[src/rtl/hmac_seq_ctrl.sv]
// hmac_seq_ctrl -- sequences an external block hash core through the two
// HMAC passes: H((K^ipad) || msg), then H((K^opad) || inner_digest).
//
// Ports
//   clk, rst            : clock, asynchronous active-high reset
//   start, msg_len, key : run request; msg_len and key are sampled with start
//   msg_valid/msg_data/msg_ready : message block load into the local buffer
//   hash_init           : one-cycle core reset on entry to each pass
//   hash_in_valid/hash_in_data/hash_in_last/hash_in_ready : block stream to core
//   hash_out_valid/hash_out_data : digest returned by the core
//   tag, tag_valid      : final HMAC result, held until the next accepted start
//   busy, error         : run in progress / run aborted (over-length or timeout)
//   o_dbg_state         : current FSM state, for observation only
//
// Handshake rule (msg_* and hash_in_*): a block moves on a rising edge where
// valid && ready are both 1. Once valid is raised it stays raised, and data
// and last stay stable, until that transfer happens.
module hmac_seq_ctrl #(
    parameter int BLK_W        = 64,
    parameter int KEY_W        = 128,
    parameter int TAG_W        = 256,
    parameter int MAX_BLOCKS   = 16,
    parameter int HASH_TIMEOUT = 1024
) (
    input  logic                            clk,
    input  logic                            rst,
    input  logic                            start,
    input  logic [$clog2(MAX_BLOCKS+1)-1:0] msg_len,
    input  logic [KEY_W-1:0]                key,
    input  logic                            msg_valid,
    input  logic [BLK_W-1:0]                msg_data,
    output logic                            msg_ready,
    output logic                            hash_init,
    output logic                            hash_in_valid,
    output logic [BLK_W-1:0]                hash_in_data,
    output logic                            hash_in_last,
    input  logic                            hash_in_ready,
    input  logic                            hash_out_valid,
    input  logic [TAG_W-1:0]                hash_out_data,
    output logic [TAG_W-1:0]                tag,
    output logic                            tag_valid,
    output logic                            busy,
    output logic                            error,
    output logic [3:0]                      o_dbg_state
);

    localparam int LW      = $clog2(MAX_BLOCKS + 1);
    localparam int NK      = KEY_W / BLK_W;
    localparam int NT      = TAG_W / BLK_W;
    localparam int CNT_MAX = (MAX_BLOCKS > NK) ? ((MAX_BLOCKS > NT) ? MAX_BLOCKS : NT)
                                               : ((NK > NT) ? NK : NT);
    localparam int CW      = $clog2(CNT_MAX + 1);
    localparam int IW      = (MAX_BLOCKS > 1) ? $clog2(MAX_BLOCKS) : 1;
    localparam int WW      = $clog2(HASH_TIMEOUT + 1);
    localparam logic [KEY_W-1:0] IPAD = {(KEY_W/8){8'h36}};
    localparam logic [KEY_W-1:0] OPAD = {(KEY_W/8){8'h5c}};

    typedef enum logic [3:0] {
        IDLE  = 4'd0,
        LOAD  = 4'd1,
        IKEY  = 4'd2,
        IMSG  = 4'd3,
        IWAIT = 4'd4,
        OKEY  = 4'd5,
        ODIG  = 4'd6,
        OWAIT = 4'd7,
        DONE  = 4'd8,
        ERR   = 4'd9
    } state_t;

    state_t            r_state;
    state_t            w_next;
    logic [KEY_W-1:0]  r_key;
    logic [LW-1:0]     r_len;
    logic [LW-1:0]     r_wptr;
    logic [CW-1:0]     r_blk;
    logic [WW-1:0]     r_wait;
    logic [TAG_W-1:0]  r_inner;
    logic [TAG_W-1:0]  r_tag;
    logic              r_tag_valid;
    logic              r_error;
    logic              r_hash_init;
    logic [BLK_W-1:0]  r_buf [MAX_BLOCKS];

    logic              w_wr;
    logic              w_xfer;
    logic              w_blk_last;
    logic              w_last;
    logic [BLK_W-1:0]  w_data;
    logic [KEY_W-1:0]  w_kx;

    // The init cycle of each pass sends nothing, so the core sees its reset
    // before the first block of that pass.
    assign hash_in_valid = ((r_state == IKEY) || (r_state == IMSG) ||
                            (r_state == OKEY) || (r_state == ODIG)) && !r_hash_init;
    assign w_xfer        = hash_in_valid && hash_in_ready;
    assign msg_ready     = (r_state == LOAD) && (r_len != '0);
    assign w_wr          = msg_valid && msg_ready;
    assign hash_in_data  = hash_in_valid ? w_data : '0;
    assign hash_in_last  = hash_in_valid && w_last;
    assign hash_init     = r_hash_init;
    assign tag           = r_tag;
    assign tag_valid     = r_tag_valid;
    assign error         = r_error;
    assign busy          = (r_state != IDLE);
    assign o_dbg_state   = r_state;

    always_comb begin
        w_next     = r_state;
        w_data     = '0;
        w_last     = 1'b0;
        w_blk_last = 1'b0;
        w_kx       = r_key ^ ((r_state == OKEY) ? OPAD : IPAD);
        case (r_state)
            IDLE: begin
                if (start) begin
                    w_next = (msg_len > LW'(MAX_BLOCKS)) ? ERR : LOAD;
                end
            end
            LOAD: begin
                if (r_len == '0) begin
                    w_next = IKEY;
                end else if (w_wr && (r_wptr == r_len - 1'b1)) begin
                    w_next = IKEY;
                end
            end
            IKEY, OKEY: begin
                // Block 0 is the most-significant slice of the padded key.
                for (int i = 0; i < NK; i++) begin
                    if (r_blk == CW'(NK - 1 - i)) begin
                        w_data = w_kx[i*BLK_W +: BLK_W];
                    end
                end
                w_blk_last = (r_blk == CW'(NK - 1));
                // An empty message ends the inner pass on the key blocks.
                w_last     = (r_state == IKEY) && w_blk_last && (r_len == '0);
                if (w_xfer && w_blk_last) begin
                    if (r_state == OKEY) begin
                        w_next = ODIG;
                    end else begin
                        w_next = (r_len == '0) ? IWAIT : IMSG;
                    end
                end
            end
            IMSG: begin
                w_data     = r_buf[r_blk[IW-1:0]];
                w_blk_last = (r_blk == CW'(r_len) - CW'(1));
                w_last     = w_blk_last;
                if (w_xfer && w_blk_last) begin
                    w_next = IWAIT;
                end
            end
            ODIG: begin
                for (int i = 0; i < NT; i++) begin
                    if (r_blk == CW'(NT - 1 - i)) begin
                        w_data = r_inner[i*BLK_W +: BLK_W];
                    end
                end
                w_blk_last = (r_blk == CW'(NT - 1));
                w_last     = w_blk_last;
                if (w_xfer && w_blk_last) begin
                    w_next = OWAIT;
                end
            end
            IWAIT, OWAIT: begin
                if (hash_out_valid) begin
                    w_next = (r_state == IWAIT) ? OKEY : DONE;
                end else if (r_wait == WW'(HASH_TIMEOUT - 1)) begin
                    // HASH_TIMEOUT cycles have now been spent without a digest.
                    w_next = ERR;
                end
            end
            DONE, ERR: w_next = IDLE;
            default:   w_next = IDLE;
        endcase
    end

    always_ff @(posedge clk or posedge rst) begin
        if (rst) begin
            r_state     <= IDLE;
            r_key       <= '0;
            r_len       <= '0;
            r_wptr      <= '0;
            r_blk       <= '0;
            r_wait      <= '0;
            r_inner     <= '0;
            r_tag       <= '0;
            r_tag_valid <= 1'b0;
            r_error     <= 1'b0;
            r_hash_init <= 1'b0;
        end else begin
            r_state     <= w_next;
            r_hash_init <= ((w_next == IKEY) && (r_state != IKEY)) ||
                           ((w_next == OKEY) && (r_state != OKEY));
            if ((r_state == IDLE) && start) begin
                r_key       <= key;
                r_len       <= msg_len;
                r_wptr      <= '0;
                r_tag_valid <= 1'b0;
                r_error     <= 1'b0;
            end
            if (w_wr) begin
                r_wptr <= r_wptr + 1'b1;
            end
            // Block and wait counters restart on every state change.
            if (w_next != r_state) begin
                r_blk <= '0;
            end else if (w_xfer) begin
                r_blk <= r_blk + 1'b1;
            end
            if (w_next != r_state) begin
                r_wait <= '0;
            end else if ((r_state == IWAIT) || (r_state == OWAIT)) begin
                r_wait <= r_wait + 1'b1;
            end
            if ((r_state == IWAIT) && hash_out_valid) begin
                r_inner <= hash_out_data;
            end
            if ((r_state == OWAIT) && hash_out_valid) begin
                r_tag <= hash_out_data;
            end
            if (r_state == DONE) begin
                r_tag_valid <= 1'b1;
            end
            if (r_state == ERR) begin
                r_error <= 1'b1;
            end
        end
    end

    // Message buffer contents need no reset; only the write pointer matters.
    always_ff @(posedge clk) begin
        if (w_wr) begin
            r_buf[r_wptr[IW-1:0]] <= msg_data;
        end
    end

endmodule
[config.mk]
export PLATFORM = sky130hd
export DESIGN_NAME = hmac_seq_ctrl
export DESIGN_NICKNAME = d
export VERILOG_FILES = /design/src/rtl/hmac_seq_ctrl.sv
export SDC_FILE = /design/constraint.sdc
export NUM_CORES = 2
export LEC_CHECK = 0
export ABC_CLOCK_PERIOD_IN_PS = 31900
export BUFFER_PORTS_ARGS = -buffer_cell sky130_fd_sc_hd__clkbuf_2
export CORE_ASPECT_RATIO = 0.9
export CORE_MARGIN = 1
export CORE_UTILIZATION = 58
export DETAILED_ROUTE_END_ITERATION = 7
export PLACE_DENSITY = 0.83
export SYNTH_ARGS = -nofsm -noshare
export SYNTH_HDL_FRONTEND = slang
export SYNTH_SLANG_ARGS = --single-unit
[constraint.sdc]
create_clock -name clk -period 31.9 [get_ports clk]
set_input_delay 6.38 -clock clk [delete_from_list [all_inputs] [get_ports clk]]
set_output_delay 6.38 -clock clk [all_outputs]
set_load 0.02 [all_outputs]
==> Word-level counts from Yosys, hierarchy flattened <==
Memories as Yosys holds them, arrays and structs flattened.
Index checks and enable logic that the tools add are counted.
{ "classes": {"n_addsub": 4, "n_lt_le_gt_ge": 1, "eq_ne": 20, "n_mux": 34, "bitwise_logic": 1, "reduce_logical": 34} }
{ "ops": {"columns": ["cell", "count"], "rows": [
  ["$mux 64", 7],
  ["$pmux 64 s3", 1],
  ["$xor 128x127->128", 1],
  ["$mux 127", 1],
  ["$mux 4", 10],
  ["$pmux 4 s6", 1],
  ["$mux 11", 2],
  ["$eq 4x3->1 const B", 5],
  ["$mux 5", 4],
  ["$logic_and 1x1->1", 16],
  ["$eq 4x2->1 const B", 3],
  ["$add 11x1->11 const B", 1],
  ["$eq 11x10->1 const B", 1],
  ["$add 5x1->5 const B", 2],
  ["$eq 5x2->1 const B", 2],
  ["$eq 5x5->1", 2],
  ["$logic_not 5->1", 2],
  ["$reduce_bool 2->1", 5],
  ["$eq 4x4->1 const B", 2],
  ["$mux 3", 2],
  ["$eq 5x1->1 const B", 1],
  ["$gt 5x5->1 const B", 1],
  ["$logic_or 1x1->1", 5],
  ["$mux 1", 5],
  ["11 further kinds", 12]
]} }
{ "word_totals": {"register_bits": 673, "ram_bits": 1024, "in_bits": 459, "wordCells": 106, "memories": 1} }
{ "mem_list": {"columns": ["name", "words", "word_bits", "rd", "rd_ports_with_merged_regs", "write_ports", "line_no", "source"], "rows": [
  ["r_buf", 16, 64, 1, 0, 1, "83", "logic [BLK_W-1:0] r_buf [MAX_BLOCKS];"]
]} }

==> Logic depth before layout (Yosys ltp) <==
{ "depth": {"word_depth": 12, "mapped_depth": 14} }

==> Least setup slack after synthesis <==
OpenSTA, ideal clock, no wires.
{ "synth_path": {"path_type": "register -> output", "start": "register r_blk[0]", "end": "output port hash_in_data[10]", "t_arrival_ps": 3164, "required_time_ps": 25520, "slack_ps": 22356, "path_stages_with_launch": 13, "path_buffers": 5, "path_cell_list": "dfrtp_1 > buf_2 > buf_2 > clkbuf_1 > inv_1 > ha_1 > and3b_1 > clkbuf_1 > buf_1 > a221oi_1 > o31ai_1 > nand2_1 > a31oi_1"} }
{ "synth_via": {"elab_chain_cells": 7, "word_cells_on_any_way": 13, "cone_classes": "eq/ne: 3; mux: 8; reduce/logical: 1; memory: 1"} }
{ "synth_lines": {"columns": ["item", "line_no", "source"], "rows": [
  ["start: declaration", "76", "logic [CW-1:0] r_blk;"],
  ["start signal: assignment", "209", "r_blk <= r_blk + 1'b1;"],
  ["$eq 5x2->1", "155", "if (r_blk == CW'(NT - 1 - i)) begin"],
  ["$mux 64 (4 in a row)", "155", null],
  ["$pmux 64 s3 *", "114", "case (r_state)"],
  ["$mux 64 *", "99", "assign hash_in_data = hash_in_valid ? w_data : '0;"],
  ["end: declaration", "35", "output logic [BLK_W-1:0] hash_in_data,"]
]} }
Mark *: on every way between the ends. The rest lies on a longest branch, timed or not.

==> Final worst setup path <==
{ "layout_path": {"start": "register r_blk[2]", "end": "output port hash_in_data[36]"} }
Same word-level chain as after synthesis.

==> metrics.yaml <==
fin_skew_ps: 25.50
h-tree-depth: 4
synth_top_family_by_area: "multiplexers"
finalSetupTns_ps: 0
finalHoldViolCount: 0
dieArea_um2: 118800
yosysSeqAreaShare_pct: 69.87
synthFlopType: "edfxtp_1"
min_path_cells: 1
p_sw_mw: 2.073
status: "finished clean"
grt.total_usage_pct: 40.74
synth_fa_ha_area_share_pct: 0.1837
grt_pass1_wl_um: 327900
viasPerCell: 6.878
switching_share_pct: 31.71
drive_gt1_share_pct: 45.70
synthSimpleGateAreaFrac_pct: 2.704
num_io_pins: 790
area_delta_synth_final_pct: 16.43
placementRows: 118
worstPathMaxFanout: 65
dpl.cell_count: 5894
drc: 0
synth_edf_count: 1024
async_flop_share_pct: 39.66
yosysUniqueCellTypes: 60
antenna_left: 0
core_area_um2: 115800
slew_viol_final: 0
yosys-mux-area-fraction_pct: 21.32
cp-start-kind: "flop"
cts_sinks: 1697
grt_max_degree: 165
synth-xor-area-share_pct: 0.3802
seq_power_share_pct: 46.3
syn_avg_cell_area_um2: 18.24
syn_inst: 3735
timing.rr.end: "r_buf[11][39]$_DFFE_PP_"
cts_max_path_buffers: 3
cp_data_arrival_time_ps: 5650
vias: 42925
cts_made_buffers: 165
max_freq_mhz: 83.15
cp.required_ps: 25520
hold_class: "reg2reg"
ff2ff_setup_slack_ps: 27040
combPwrFrac_pct: 23.3
gr-total-overflow: 0
ir_worst_vdd_uv: 62.82
synth_area_leaders: "edfxtp_1 45%, dfrtp_1 25%, mux2_2 11%"
port_buffers: 789
hold_buffers: 0
postCtsSetupRepairBufs: 0
instances_no_fill: 6241
p_leak_nw: 30.28
totalWireLength_um: 242000
synth_compound_area_share_pct: 4.025
cts_tree: "yes"
finalWeightedCongestion: 1.010
antenna_found_initial: 67
drtIter0Drc: 6636
maxCapViolCount: 0
dp.final_hpwl_um: 160400
reg2reg_from: "o_dbg_state[0]$_DFF_PP0_"
die_h_um: 327.1
slew_headroom_pct: 8.709
synth_nets: 4204
worst_setup_path_end_kind: "primary output"
holdCritStartpoint: "tag_valid$_DFFE_PP0P_"
synth_area_um2: 68120
synth.most_common_cell: "edfxtp_1"
finalNetCount: 4970
yosys_warnings: 0
worst_slew_pin_slew_ps: 1358
post_cts_resized: 0
clk_pin_slew_ps: 60
p_int_mw: 4.464
ys_top_cells_by_count: "1024 x edfxtp_1, 673 x dfrtp_1, 645 x mux2_2"
synth_seq_cells: 1697
start_util_pct: 58.85
finalSetupViolations: 0
min_to: "tag_valid$_DFFE_PP0P_"
ctsRootBufferMaster: "clkbuf_16"
rsz0062_at_grt: "false"
worst-r2r-cell-count: 6
clk_latency_ps: 820
wire_per_inst_um: 38.78
fillers: 7425
synth_top_area_share_pct: 45.14
finalCriticalPeriod_ps: 12030
power.share.clock_pct: 30.5
grt_pass1_vias: 41129
yosysTopAreaCell: "edfxtp_1"
fin_crit_sh_pct: 37.70
die_w_um: 363.2
cellPowerDensity_nw_per_um2: 82.43
critPathKind: "reg2out"
firstDrtPassIters: 6
## registers in the layout (all words and copies together), names as in the netlist, 4 cells and up
signal,count
r_buf,1024
r_key,128
tag,256
r_wait,11
r_blk,5
r_wptr,5
r_inner,256
r_len,5
o_dbg_state,4
## critical path, cell delays in order (launching register included)
cell and delay [ps]:
dfrtp_4 770, nor3_1 800, and2_4 420, buf_4 790, a221oi_1 100, o31ai_1 1120, nand2_1 290, a31oi_1 260
clkbuf_2 220
## layout by cell type, fill, tap and decap left out, drive strengths merged, types with 7 or more instances in the layout
cell    count
edfxtp   1024
clkbuf   1015
dfrtp     673
mux2      645
mux4      320
nand2     168
nor2      111
a221oi     78
buf        66
o31ai      63
a21oi      56
clkinv     56
diode      42
nand3      36
a32oi      32
o221ai     30
a221o      30
nor3       28
o21ai      25
inv        23
and2       20
a31oi      17
nor4       17
xnor2      15
xor2       12
ha         10
bufinv     10
nand4       7
## cell type report
type / instances / area, um^2 / share of cell area, %
sequential: 1697 / 47610 / 60.02
inverter: 12 / 52.55 / 0.06626
timing repair buffer: 855 / 4482 / 5.651
clock buffer: 226 / 4623 / 5.829
clock inverter: 79 / 863.3 / 1.089
tap: 1560 / 1952 / 2.461
multi-input combinational: 1770 / 19630 / 24.75
antenna: 42 / 105.1 / 0.1325
## power by group through the flow
stage | Clock (mW) | Sequential, mW | Combinational [mW]
2_1_floorplan | 0 | 3.01 | 0.859
4_1_cts | 2.00 | 3.01 | 1.49
3_5_place_dp | 0 | 3.04 | 1.47
6_report | 1.99 | 3.03 | 1.52
5_1_grt | 2.08 | 3.05 | 1.57
3_3_place_gp | 0 | 3.03 | 1.44
## kinds of logic after synthesis
group / count (synthesis)
AO/OA/AOI/OAI: 355
XOR/XNOR: 28
adder cells (fa/ha/maj): 10
buffers and inverters: 268
flip-flops: 1697
multiplexers: 970
AND/OR/NAND/NOR: 407
## stage by stage
step                      power (mW)  utilization (%)  hold slack [ps]  area [um^2]  setup WS (ps)
final                          6.537            68.52            503.8        79310          19870
after global routing           6.701            68.46            512.4        79240          19770
after CTS                      6.494            68.43            506.7        79210          19990
after detailed placement       4.511            63.69            493.1        73720          20890
after global placement         4.463            63.69            479.9        73720          20960
after floorplan                3.873                -            469.5        68120           6655
## worst max path at each step
stage / start / to / slack, ps / depth (start not counted)
3_5_place_dp: r_blk[2]$_DFFE_PP0P_ / hash_in_data[36] / 20890 / 8
4_1_cts: r_blk[2]$_DFFE_PP0P_ / hash_in_data[36] / 19990 / 8
2_1_floorplan: rst / error$_DFFE_PP0P_ / 6660 / 1
6_report: r_blk[2]$_DFFE_PP0P_ / hash_in_data[36] / 19870 / 8
5_1_grt: r_blk[2]$_DFFE_PP0P_ / hash_in_data[34] / 19770 / 8
3_3_place_gp: r_blk[2]$_DFFE_PP0P_ / hash_in_data[36] / 20960 / 8
## routing by layer
metal	GRT usage [%]	share of wire, %	vias to the layer above
li1	-	-	16425
met1	53.15	35	22238
met2	58.96	44	3545
met3	14.28	14	663
met4	25.38	7.4	54
met5	0	0.15	-
Power figures use the tool's default switching activity.
